<file path="config.mk">
export PLATFORM = sky130hd
export DESIGN_NAME = alu_mc_flat
export DESIGN_NICKNAME = d
export VERILOG_FILES = /design/src/rtl/alu_mc_pkg.sv /design/src/rtl/alu_mc_if.sv /design/src/rtl/alu_mc_mul.sv /design/src/rtl/alu_mc.sv /design/src/flat_wrapper.sv
export SDC_FILE = /design/constraint.sdc
export NUM_CORES = 1
export LEC_CHECK = 0
export ABC_AREA = 1
export BUFFER_PORTS_ARGS = -buffer_cell sky130_fd_sc_hd__buf_2
export CORE_MARGIN = 8
export CORE_UTILIZATION = 45
export DETAILED_ROUTE_END_ITERATION = 10
export GPL_ROUTABILITY_DRIVEN = 1
export PLACE_DENSITY = 0.68
export SLEW_MARGIN = 20
export SYNTH_ARGS = -nofsm -noshare
export SYNTH_HDL_FRONTEND = slang
export SYNTH_SLANG_ARGS = --single-unit
</file>
<file path="constraint.sdc">
create_clock -name clk -period 2.1 [get_ports clk]
set_clock_uncertainty 0.1 [all_clocks]
set_input_delay 0.21 -clock clk [delete_from_list [all_inputs] [get_ports clk]]
set_output_delay 0.21 -clock clk [all_outputs]
set_load 0.05 [all_outputs]
</file>
<file path="src/rtl/alu_mc_pkg.sv">
// Shared types for alu_mc: opcode and FSM state enums plus the legal-opcode map.
// Build option: define ALU_MC_MUL_EN to make opcode 1100 (MUL) legal.
package alu_mc_pkg;

  typedef enum logic [3:0] {
    OP_NOP   = 4'h0,
    OP_XOR   = 4'h1,
    OP_BNEZ  = 4'h2,
    OP_ADD   = 4'h3,
    OP_LSH   = 4'h4,
    OP_RSH   = 4'h5,
    OP_PASSB = 4'h6,
    OP_PASSA = 4'h7,
    OP_PARI  = 4'h8,
    OP_ADC   = 4'h9,
    OP_OR    = 4'hA,
    OP_SUB   = 4'hB,
    OP_MUL   = 4'hC,
    OP_AND   = 4'hD,
    OP_ILL0  = 4'hE,
    OP_ILL1  = 4'hF
  } op_t;

  typedef enum logic [1:0] {
    ST_IDLE = 2'd0,
    ST_BUSY = 2'd1,
    ST_DONE = 2'd2
  } state_t;

  // Bit n set means opcode n is legal in this build.
`ifdef ALU_MC_MUL_EN
  localparam logic [15:0] OP_LEGAL = 16'h3FFF;
`else
  localparam logic [15:0] OP_LEGAL = 16'h2FFF;
`endif

endpackage

</file>
<file path="src/rtl/alu_mc_if.sv">
// Request/result bus of alu_mc. Build option ALU_MC_MUL_EN does not change this bus.
interface alu_mc_if #(parameter int W = 8);

  logic         in_valid;
  logic         in_ready;
  logic [3:0]   alu_cmd;
  logic [W-1:0] inA;
  logic [W-1:0] inB;
  logic         sc_i;
  logic         out_valid;
  logic         out_ready;
  logic [W-1:0] rslt;
  logic         sc_o;
  logic         pari;
  logic         zero;
  logic         err;

  // Both channels are valid/ready: a transfer happens on a rising edge where
  // valid && ready; the sender holds its payload stable while valid && !ready.
  modport master (
    output in_valid, alu_cmd, inA, inB, sc_i, out_ready,
    input  in_ready, out_valid, rslt, sc_o, pari, zero, err
  );

  modport slave (
    input  in_valid, alu_cmd, inA, inB, sc_i, out_ready,
    output in_ready, out_valid, rslt, sc_o, pari, zero, err
  );

endinterface

</file>
<file path="src/rtl/alu_mc_mul.sv">
// Iterative unsigned shift-add multiplier: one partial product per cycle, W cycles.
// Only instantiated when ALU_MC_MUL_EN is defined.
module alu_mc_mul #(
  parameter int W = 8
) (
  input  logic           clk,
  input  logic           reset,
  input  logic           start,
  input  logic [W-1:0]   a,
  input  logic [W-1:0]   b,
  output logic           done,
  output logic [2*W-1:0] product
);

  localparam int CW = $clog2(W + 1);

  logic [2*W-1:0] acc;
  logic [2*W-1:0] mcand;
  logic [W-1:0]   mplier;
  logic [CW-1:0]  cnt;
  logic [2*W-1:0] acc_next;

  assign acc_next = mplier[0] ? (acc + mcand) : acc;
  // The last iteration is folded into product so the caller can latch it on done.
  assign done     = (cnt == CW'(1));
  assign product  = acc_next;

  always_ff @(posedge clk) begin
    if (reset) begin
      acc    <= '0;
      mcand  <= '0;
      mplier <= '0;
      cnt    <= '0;
    end else if (start) begin
      acc    <= '0;
      mcand  <= {{W{1'b0}}, a};
      mplier <= b;
      cnt    <= CW'(W);
    end else if (cnt != '0) begin
      acc    <= acc_next;
      mcand  <= mcand << 1;
      mplier <= mplier >> 1;
      cnt    <= cnt - CW'(1);
    end
  end

endmodule

</file>
<file path="src/rtl/alu_mc.sv">
// Multi-cycle ALU with valid/ready request and result channels.
// Build option: ALU_MC_MUL_EN adds the iterative MUL opcode and the BUSY state.
module alu_mc
  import alu_mc_pkg::*;
#(
  parameter int W   = 8,
  parameter int SHW = $clog2(W) + 1
) (
  input  logic     clk,
  input  logic     reset,
  alu_mc_if.slave  bus,
  output state_t   state_dbg
);

  state_t         state;
  state_t         state_nx;
  op_t            op;
  logic           accept;
  logic           cmd_mul;
  logic           cmd_legal;
  logic           mul_done;
  logic [2*W-1:0] mul_prod;
  logic [SHW-1:0] amt;
  logic [W:0]     sum;
  logic [W-1:0]   alu_r;
  logic           alu_c;
  logic [W-1:0]   rslt_q;
  logic           sc_q;
  logic           err_q;

  assign op        = op_t'(bus.alu_cmd);
  assign cmd_legal = OP_LEGAL[bus.alu_cmd];
  assign amt       = bus.inA[SHW-1:0];
  assign accept    = bus.in_valid && bus.in_ready;

`ifdef ALU_MC_MUL_EN
  assign cmd_mul = (op == OP_MUL);

  alu_mc_mul #(.W(W)) u_mul (
    .clk     (clk),
    .reset   (reset),
    .start   (accept && cmd_mul),
    .a       (bus.inA),
    .b       (bus.inB),
    .done    (mul_done),
    .product (mul_prod)
  );
`else
  assign cmd_mul  = 1'b0;
  assign mul_done = 1'b0;
  assign mul_prod = '0;
`endif

  // Single-cycle datapath; MUL, NOP and illegal opcodes fall through to zero.
  always_comb begin
    alu_r = '0;
    alu_c = 1'b0;
    sum   = '0;
    case (op)
      OP_XOR:   alu_r = bus.inA ^ bus.inB;
      OP_BNEZ:  alu_r = W'(bus.inB != '0);
      OP_ADD: begin
        sum            = {1'b0, bus.inA} + {1'b0, bus.inB};
        {alu_c, alu_r} = sum;
      end
      OP_ADC: begin
        sum            = {1'b0, bus.inA} + {1'b0, bus.inB} + {{W{1'b0}}, bus.sc_i};
        {alu_c, alu_r} = sum;
      end
      OP_SUB: begin
        sum            = {1'b0, bus.inB} - {1'b0, bus.inA};
        {alu_c, alu_r} = sum;
      end
      OP_LSH:   alu_r = (32'(amt) >= W) ? '0 : (bus.inB << amt);
      OP_RSH:   alu_r = (32'(amt) >= W) ? '0 : (bus.inB >> amt);
      OP_PASSB: alu_r = bus.inB;
      OP_PASSA: alu_r = bus.inA;
      OP_PARI:  alu_r = W'(^bus.inA);
      OP_OR:    alu_r = bus.inA | bus.inB;
      OP_AND:   alu_r = bus.inA & bus.inB;
      default:  alu_r = '0;
    endcase
  end

  always_comb begin
    state_nx = state;
    case (state)
      ST_IDLE: if (accept) state_nx = cmd_mul ? ST_BUSY : ST_DONE;
      ST_BUSY: if (mul_done) state_nx = ST_DONE;
      ST_DONE: if (bus.out_ready) state_nx = accept ? (cmd_mul ? ST_BUSY : ST_DONE) : ST_IDLE;
      default: state_nx = ST_IDLE;
    endcase
  end

  always_ff @(posedge clk) begin
    if (reset) begin
      state  <= ST_IDLE;
      rslt_q <= '0;
      sc_q   <= 1'b0;
      err_q  <= 1'b0;
    end else begin
      state <= state_nx;
      if (accept && !cmd_mul) begin
        rslt_q <= alu_r;
        sc_q   <= alu_c;
        err_q  <= !cmd_legal;
      end else if ((state == ST_BUSY) && mul_done) begin
        rslt_q <= mul_prod[W-1:0];
        sc_q   <= |mul_prod[2*W-1:W];
        err_q  <= 1'b0;
      end
    end
  end

  // Result fields come straight from registers so they hold under backpressure.
  assign bus.in_ready  = (state == ST_IDLE) || ((state == ST_DONE) && bus.out_ready);
  assign bus.out_valid = (state == ST_DONE);
  assign bus.rslt      = rslt_q;
  assign bus.sc_o      = sc_q;
  assign bus.err       = err_q;
  assign bus.zero      = (rslt_q == '0);
  assign bus.pari      = ^rslt_q;
  assign state_dbg     = state;

endmodule

</file>
<file path="src/flat_wrapper.sv">
// flat-port wrapper written by rule: the top's interface ports become plain ports
module alu_mc_flat import alu_mc_pkg::*;
#(
  parameter int W   = 8,
  parameter int SHW = $clog2(W) + 1
)
  (clk, reset, state_dbg, bus_in_valid, bus_alu_cmd, bus_inA, bus_inB, bus_sc_i, bus_out_ready, bus_in_ready, bus_out_valid, bus_rslt, bus_sc_o, bus_pari, bus_zero, bus_err);
  alu_mc_if #(.W(W)) bus_i ();
  input  logic clk;
  input  logic reset;
  output state_t state_dbg;
  input wire logic [$bits(bus_i.in_valid)-1:0] bus_in_valid;
  input wire logic [$bits(bus_i.alu_cmd)-1:0] bus_alu_cmd;
  input wire logic [$bits(bus_i.inA)-1:0] bus_inA;
  input wire logic [$bits(bus_i.inB)-1:0] bus_inB;
  input wire logic [$bits(bus_i.sc_i)-1:0] bus_sc_i;
  input wire logic [$bits(bus_i.out_ready)-1:0] bus_out_ready;
  output wire logic [$bits(bus_i.in_ready)-1:0] bus_in_ready;
  output wire logic [$bits(bus_i.out_valid)-1:0] bus_out_valid;
  output wire logic [$bits(bus_i.rslt)-1:0] bus_rslt;
  output wire logic [$bits(bus_i.sc_o)-1:0] bus_sc_o;
  output wire logic [$bits(bus_i.pari)-1:0] bus_pari;
  output wire logic [$bits(bus_i.zero)-1:0] bus_zero;
  output wire logic [$bits(bus_i.err)-1:0] bus_err;
  assign bus_i.in_valid = bus_in_valid;
  assign bus_i.alu_cmd = bus_alu_cmd;
  assign bus_i.inA = bus_inA;
  assign bus_i.inB = bus_inB;
  assign bus_i.sc_i = bus_sc_i;
  assign bus_i.out_ready = bus_out_ready;
  assign bus_in_ready = bus_i.in_ready;
  assign bus_out_valid = bus_i.out_valid;
  assign bus_rslt = bus_i.rslt;
  assign bus_sc_o = bus_i.sc_o;
  assign bus_pari = bus_i.pari;
  assign bus_zero = bus_i.zero;
  assign bus_err = bus_i.err;
  alu_mc #(.W(W), .SHW(SHW)) u_core (.clk(clk), .reset(reset), .bus(bus_i), .state_dbg(state_dbg));
endmodule
</file>
; ---- Yosys cells after proc, flatten, opt, wreduce, memory -nomap -nowiden
; Memory sizes are Yosys's and may differ from the RTL's.
; Cells that the tools add are included.
[op_classes]
addsub = 3
multipliers = 0
n_div = 0
order_cmp = 2
n_eq_ne = 16
n_shift = 2
mux = 9
n_bitwise = 4
reduce_logical = 10
[op_table]
columns = operator, count
row1 = case mux 8 bit (12 select lines), 1
row2 = == test 4 bit (second input constant), 5
row3 = == test 4 x 3 -> 1 bit (second input constant), 4
row4 = two-way mux 8 bit, 2
row5 = parity 8 bit, 2
row6 = adder 8 x 8 -> 9 bit, 1
row7 = adder 9 x 1 -> 9 bit, 1
row8 = subtractor 8 x 8 -> 9 bit, 1
row9 = AND 8 bit, 1
row10 = == test 4 x 2 -> 1 bit (second input constant), 2
row11 = logical NOT 8 bit, 1
row12 = OR 8 bit, 1
row13 = nonzero test 8 bit, 1
row14 = left shift 8 x 4 -> 8 bit, 1
row15 = >> shifter 8 x 4 -> 8 bit, 1
row16 = XOR 8 bit, 1
row17 = two-way mux 2 bit, 3
row18 = case mux 2 bit (3 select lines), 1
row19 = less-than comparator 4 x 5 -> 1 bit (second input constant), 1
row20 = == test 4 x 1 -> 1 bit (second input constant), 1
row21 = greater-or-equal comparator 4 bit (second input constant), 1
row22 = case mux 1 bit (3 select lines), 1
row23 = AND reduction 3 bit, 1
row24 = == test 2 x 1 -> 1 bit (second input constant), 1
row25 = other kinds (9), 10
[word_totals]
reg_bits = 12
latchBits = 0
mem_bits_rw = 0
rom_bits = 16
output_inout_bits = 16
wordCells = 51
memories = 1
[memory_table]
columns = name, words, width, rd, rd_ports_with_merged_regs, wr, line
row1 = (no name shown), 16, 1, 1, 0, 0, alu_mc.sv:32  ; assign cmd_legal = OP_LEGAL[bus.alu_cmd];

; ---- Logic depth before layout (Yosys ltp)
; Gate-level depths: netlist (run 1).
[logic_depth]
word_depth = 7
mapped_depth = 18
ltp_nobuf = 16

; ---- Worst setup path before layout (run 1)
; Ideal clock, no wire load.
[synth_timing]
kind = reg2out
start = register u_core.rslt_q[2] (netlist: u_core.bus.rslt[2])
end = output bus_pari
t_arrival_ps = 2016
required_ps = 1790
path_slack_ps = -226
path_stages_with_launch = 5
n_path_buf = 0
cell_sequence = dfxtp_1 > inv_1 > ha_1 > xor2_1 > xnor2_1
[synth_between]
elab_chain_len = 1
[synth_lines]
columns = item, line
row1 = start: declaration, alu_mc.sv:27  ; logic [W-1:0] rslt_q;
row2 = start signal: assignment, alu_mc.sv:104  ; rslt_q <= alu_r;
row3 = start signal: assignment, alu_mc.sv:108  ; rslt_q <= mul_prod[W-1:0];
row4 = parity 8 bit, alu_mc.sv:122  ; assign bus.pari = ^rslt_q;
row5 = end: declaration, flat_wrapper.sv:22  ; output wire logic [$bits(bus_i.pari)-1:0] bus_pari;
; Every way passes these cells.

; ---- Worst setup path in the final report (run 1)
[layout_timing]
start = input bus_inB[0]
end = register u_core.rslt_q[2] (netlist: u_core.bus.rslt[2])
[layout_between]
elab_chain_len = 3
[layout_lines]
columns = item, line
row1 = start: declaration, flat_wrapper.sv:15  ; input wire logic [$bits(bus_i.inB)-1:0] bus_inB;
row2 = "adder 8 x 8 -> 9 bit, or another cell as far along", "alu_mc.sv:63, alu_mc.sv:67"
row3 = "adder 9 x 1 -> 9 bit, or another cell as far along", alu_mc.sv:67  ; sum = {1'b0, bus.inA} + {1'b0, bus.inB} + {{W{1'b0}}, bus.sc_i};
row4 = case mux 8 bit (12 select lines) *, alu_mc.sv:59  ; case (op)
; Every way passes the cells marked *; elsewhere a longest branch is shown, timed or not.
; A chain may end at the register's enable or synchronous reset.

==> flow_summary.yaml, run 1 <==
run_status:
  outcome: "finished, final reports clean"
detailed_routing:
  drt_iter0_markers: 213
  routed_wl_um: 9520
  via_per_inst: 5.48
  drc_errors: 0
  wl_per_cell_um: 15.8
  firstDrtPassIters: 4
  ant_nets: 0
  vias: 3292
critical_path:
  crit_chain: "buf_2 -> ha_4 -> fa_2 -> ha_2 -> inv_2 -> o21ai_2 -> a21oi_2 -> nor3_2 -> o211ai_1 -> o21ai_1 -> a21oi_1"
  cpPeakStageDelay_ns: 0.55
  startpoint_type: "primary input"
  cp.required_ns: 2.13
  crit_buf_inv: 2
  crit_arrival_ns: 2.08
  end_kind: "register"
  cp_top_family: "adder cells"
  worstPathMaxFanout: 3
  path_class: "primary input to register"
  worst_path_max_delay_cell: "fa_2"
worst_hold_path:
  min_path_type: "primary input to register"
synthesis:
  yosys-top-cells-count: "nand2_1 (121), inv_1 (56), nand3_1 (37), ha_1 (34), nor2_1 (31)"
  async_flop_share: 0
  synth_flop_cell: "dfxtp_1"
  synth_area_sq_mm: 0.00266
  yosys_warnings: 0
  synth_cell_type_count: 43
  yosysTopAreaCellShare: 0.171
  ys_top_cells_by_area: "nand2_1 (17%), ha_1 (16%), dfxtp_1 (8.3%), inv_1 (7.9%), nand3_1 (7.0%)"
  synth_nets: 514
  yosysMostFrequentCell: "nand2_1"
  synth-edff-count: 0
  ys_seq_area_frac: 0.0829
  synth.largest_area_cell: "nand2_1"
  ys_seq_elements: 11
  synth_area_per_cell_sq_um: 5.86
  syn_inst: 453
global_route:
  antenna_found_initial: 0
  grt_pass1_wl_um: 15300
  grt_pass1_vias: 3126
  grt_max_degree: 20
  grt.total_usage: 0.219
  overflow: 0
cells_and_area:
  nets: 588
  antenna_cells: 0
  area_growth_pct: 25.0
  final_cell_count_no_fill: 601
  drive_above_1_share: 0.257
floorplan:
  rows: 28
  ios: 41
  core_sq_mm: 0.00582
  fp.dieH_um: 92.8
  die_w_um: 92.8
  start_util: 0.457
  dieArea_sq_mm: 0.00861
clock_network:
  htree_levels: 1
  ctsLongestPathBuffers: 2
  clock_latency_ns: 0.24
  cts_tree: "done"
  clkTransAtPathRegs_ns: 0.05
  cts_root_buffer: "clkbuf_8"
  post_cts_buffers: 0
  cts_num_sinks: 11
  cts_buffers: 3
placed_design:
  gp_congestion: 1.01
  io_buffers: 39
  place_ws_ns: -0.241
  dp_cells: 597
  dp_hpwl_um: 7970
timing:
  fin_ws_ns: 0.0417
  slew_violations: 0
  setup_viol: 0
  whs_ns: 0.166
  fmax_mhz: 486
  hold_violations: 0
  finalCriticalPeriod_ns: 2.06
  fin_crit_sh: 0.980
power:
  p_per_area_mw_per_mm2: 391
  leakage_nw: 1.66
  max-vdd-ir-drop_mv: 0.402
flow_run:
  drv_cap: 0
kinds of logic after synthesis:
group	synth area share
fa+ha+maj	0.175
buf+inv	0.116
compound gates	0.179
other cells	0.00141
xor+xnor	0.0297
simple gates	0.415
flops	0.0829
report_power, final:
part	leakage [nW]	internal, mW	switching [mW]
clock network	0.0228	0.134	0.0844
logic	1.55	0.295	0.553
registers	0.0898	0.222	0.00869
total	1.66	0.651	0.646
final cells by class:
type | instances | area (sq um)
clock buffer | 4 | 45.0
tap | 75 | 93.8
sequential | 11 | 220
timing repair buffer | 82 | 518
fill | 627 | 2500
multi-input combinational | 365 | 2200
inverter | 64 | 240
flip-flops by register name, indices dropped and copies added (netlist names):
register,cells
u_core.bus.rslt,8
u_core.state_dbg,1
u_core.bus.sc_o,1
u_core.bus.err,1
per-stage QoR:
| step | setup TNS, ns | instance area, sq um | utilization | power, mW |
|---|---|---|---|---|
| 4_1_cts | 0 | 3260 | 0.561 | 1.27 |
| 2_1_floorplan | 0 | 2680 | - | 0.787 |
| 5_1_grt | -0.0247 | 3320 | 0.571 | 1.39 |
| 3_5_place_dp | -1.16 | 3220 | 0.553 | 1.05 |
| 6_report | 0 | 3320 | 0.571 | 1.30 |
| 3_3_place_gp | -0.935 | 3220 | 0.553 | 1.04 |
worst register-to-register path: cells and delay by family (launching register included):
kind                   cells  cell delay [ns]
DFF                        1             0.31
and+or+nand+nor            2             0.21
buffers and inverters      1             0.26
AOI/OAI and AO/OA          2             0.33
path summary, 6_finish.rpt:
check                            from                   to  slack, ns  depth (start not counted)
hold reg to reg       u_core.bus.sc_o      u_core.bus.sc_o       0.38                          2
hold / removal          bus_out_ready  u_core.state_dbg[1]       0.17                          4
setup / recovery           bus_inB[0]   u_core.bus.rslt[2]       0.04                         11
setup reg to reg  u_core.state_dbg[1]   u_core.bus.rslt[4]       0.82                          5
cell usage in the layout (no fill, tap or decap), drive strengths merged:
| cell type | Yosys | final |
|---|---|---|
| a211oi | 1 | 1 |
| a21oi | 25 | 25 |
| a221oi | 2 | 2 |
| a22oi | 1 | 1 |
| a31oi | 2 | 2 |
| and2 | 2 | 2 |
| and3 | 1 | 1 |
| buf | 9 | 82 |
| clkbuf | 4 | 4 |
| conb | 1 | 1 |
| dfxtp | 11 | 11 |
| fa | 2 | 2 |
| ha | 34 | 34 |
| inv | 64 | 64 |
| nand2 | 126 | 126 |
| nand3 | 40 | 40 |
| nand3b | 3 | 3 |
| nand4 | 12 | 12 |
| nor2 | 43 | 43 |
| nor3 | 7 | 7 |
| o211ai | 7 | 7 |
| o21a | 2 | 2 |
| o21ai | 31 | 31 |
| o21bai | 1 | 1 |
| o221ai | 3 | 3 |
| o22ai | 6 | 6 |
| or2 | 4 | 4 |
| xnor2 | 6 | 6 |
| xor2 | 3 | 3 |
layer usage:
layer	vias up	share of wire	GRT usage
met5	-	0	0
met4	0	0.026	0.0698
met3	19	0.061	0.0243
met2	136	0.47	0.378
met1	1497	0.44	0.277
li1	1640	-	-
what timing repair did:
| item | 4_1_cts | 5_1_grt |
|---|---|---|
| endpoints found under the setup margin | 0 | 6 |
| gates resized for setup | 0 | 18 |
| hold buffers | 0 | 0 |
(Power assumes the default switching activity.)
==> run 2: changes to the inputs <==
--- a/config.mk
+++ b/config.mk
@@ -11,2 +11,3 @@
 export CORE_UTILIZATION = 45
+export CTS_BUF_LIST = sky130_fd_sc_hd__clkbuf_16
 export DETAILED_ROUTE_END_ITERATION = 10
==> constraint.sdc (replaced) <==
create_clock -name clk -period 2.1 [get_ports clk]
set_clock_uncertainty 0.1 [all_clocks]
set_input_delay 0.315 -clock clk [delete_from_list [all_inputs] [get_ports clk]]
set_output_delay 0.315 -clock clk [all_outputs]
set_load 0.05 [all_outputs]
==> run 2 against run 1 <==
Against the previous run: cell area up 9.4%; total power up 18%; highest routed layer unchanged; sequential cell count did not move.
==> flow_summary.yaml, run 2 (synthesized netlist as in run 1, its figures left out) <==
critical_path:
  r2r-end: "u_core.bus.rslt[4]"
  cp.required_ns: 2.17
  path_class: "primary input to register"
  end_kind: "register"
  reg2reg_from: "u_core.state_dbg[1]"
  cp-startpoint: "bus_inB[0]"
  crit_path_frequent_cell: "nand2_1"
  r2r_cells: 5
  startpoint_type: "primary input"
  cpPeakStageDelay_ns: 0.57
  r2r_setup_slack_ns: 0.93
  worstPathMaxFanout: 3
  worst_path_max_delay_cell: "fa_2"
  crit_arrival_ns: 2.12
  crit_chain: "buf_6 -> ha_4 -> fa_2 -> buf_4 -> nand2_2 -> nor2_4 -> nand3_4 -> nor2_4 -> nand2_1 -> nand3_1 -> nand3_1 -> nand2_1 -> nand2_1 -> a21oi_2"
worst_hold_path:
  holdPathEnd: "u_core.state_dbg[1]"
  worstHoldStart: "bus_out_ready"
  min_path_type: "primary input to register"
  min_path_cells: 4
timing:
  setup_viol: 0
  fmax_mhz: 489
  fin_crit_sh: 0.974
  hold_violations: 0
  finalCriticalPeriod_ns: 2.05
  slew_violations: 0
  rsz0062_at_grt: "true"
placed_design:
  dp_cells: 620
  dp_hpwl_um: 8370
  io_buffers: 39
  gp_congestion: 0.960
floorplan:
  core_sq_mm: 0.00582
  rows: 28
  fp.dieH_um: 92.8
  start_util: 0.457
  dieArea_sq_mm: 0.00861
  die_w_um: 92.8
  ios: 41
global_route:
  antenna_found_initial: 0
  met1_usage: 0.284
  grt.total_usage: 0.234
  grt_max_degree: 20
  grtUsageMet2: 0.398
  grt_pass1_wl_um: 16300
  grt-busiest-layer: "met2"
  globalRouteMet3Util: 0.0316
  overflow: 0
  grt_pass1_vias: 3409
clock_network:
  clock_latency_ns: 0.24
  cts_buffers: 3
  htree_levels: 1
  cts_num_sinks: 11
  cts_tree: "done"
  cts_root_buffer: "clkbuf_16"
  clkTransAtPathRegs_ns: 0.04
  ctsLongestPathBuffers: 2
detailed_routing:
  wl_per_cell_um: 15.9
  routed_wl_um: 9940
  vias: 3400
  drt_iter0_markers: 248
  drc_errors: 0
  via_per_inst: 5.42
  ant_nets: 0
  firstDrtPassIters: 6
power:
  p_per_area_mw_per_mm2: 421
  max-vdd-ir-drop_mv: 0.530
  leakage_nw: 1.82
run_status:
  outcome: "finished, final reports clean"
cells_and_area:
  post-route-util: 0.624
  drive_above_1_share: 0.303
  final_cell_mix: "nand2_1 (119), buf_4 (70), inv_1 (51), nand3_1 (36), buf_2 (35)"
  nets: 614
  layout_commonest_cell: "nand2_1"
  final_cell_count_no_fill: 627
  antenna_cells: 0
  nFillCells: 588
  largest_register_ffs: 8
  area_growth_pct: 36.8
flow_run:
  drv_cap: 0
run 2: cell types whose count changed in the layout (fill, tap and decap cells not counted), moves of 3 or more:
cell and delta:
clkbuf_16 +3, clkbuf_8 -3, buf_4 +27, buf_2 -4
run 2: critical path: cells and delay by family:
family                   cells  cell delay (ns)
adder cells (fa/ha/maj)      2             0.73
AO/OA/AOI/OAI                1             0.12
AND/OR/NAND/NOR              9             0.73
buffers and inverters        2             0.22
run 2: worst max-delay path by stage:
stage	to	slack, ns	cells after the start
after global placement	u_core.bus.rslt[1]	-0.32	9
after CTS	u_core.bus.rslt[2]	-0.02	11
after floorplan	u_core.bus.sc_o	-0.005	13
after global routing	u_core.bus.sc_o	-0.05	15
final	u_core.bus.rslt[7]	0.05	14
after detailed placement	u_core.bus.rslt[2]	-0.33	11
run 2: stage by stage:
| step | total power, mW | worst slack, ns | instance area [sq um] | TNS (ns) | hold slack, ns |
|---|---|---|---|---|---|
| global placement | 1.11 | -0.316 | 3410 | -1.86 | 0.367 |
| finish | 1.53 | 0.0543 | 3630 | 0 | 0.285 |
| CTS | 1.49 | -0.0197 | 3570 | -0.0197 | 0.285 |
| global route | 1.64 | -0.0542 | 3630 | -0.0982 | 0.310 |
| floorplan | 0.806 | -0.00525 | 2700 | -0.00525 | 0.284 |
| detailed placement | 1.12 | -0.333 | 3410 | -2.01 | 0.374 |
run 2: routing by layer:
metal	up-vias	wire (um)
met5	-	0
met4	0	406
li1	1691	-
met3	30	576
met1	1550	4270
met2	129	4690
run 2: final cells by class:
cell class	instances	area (sq um)	share of cell area
sequential	11	220	0.0606
timing repair buffer	108	734	0.202
multi-input combinational	365	2260	0.623
clock buffer	3	75.1	0.0207
clock inverter	1	3.75	0.00103
inverter	64	243	0.0669
tap	75	93.8	0.0258
run 2: power by group:
part	internal (mW)	switching, mW	total, mW
clock network	0.250	0.0911	0.341
logic	0.373	0.583	0.956
registers	0.222	0.00852	0.231
run 2: timing repair:
action | in CTS | in global routing
pin swaps | 9 | 7
hold buffers | 0 | 0
gates resized for setup | 16 | 19
setup endpoints to repair | 7 | 8
buffers inserted | 2 | 1
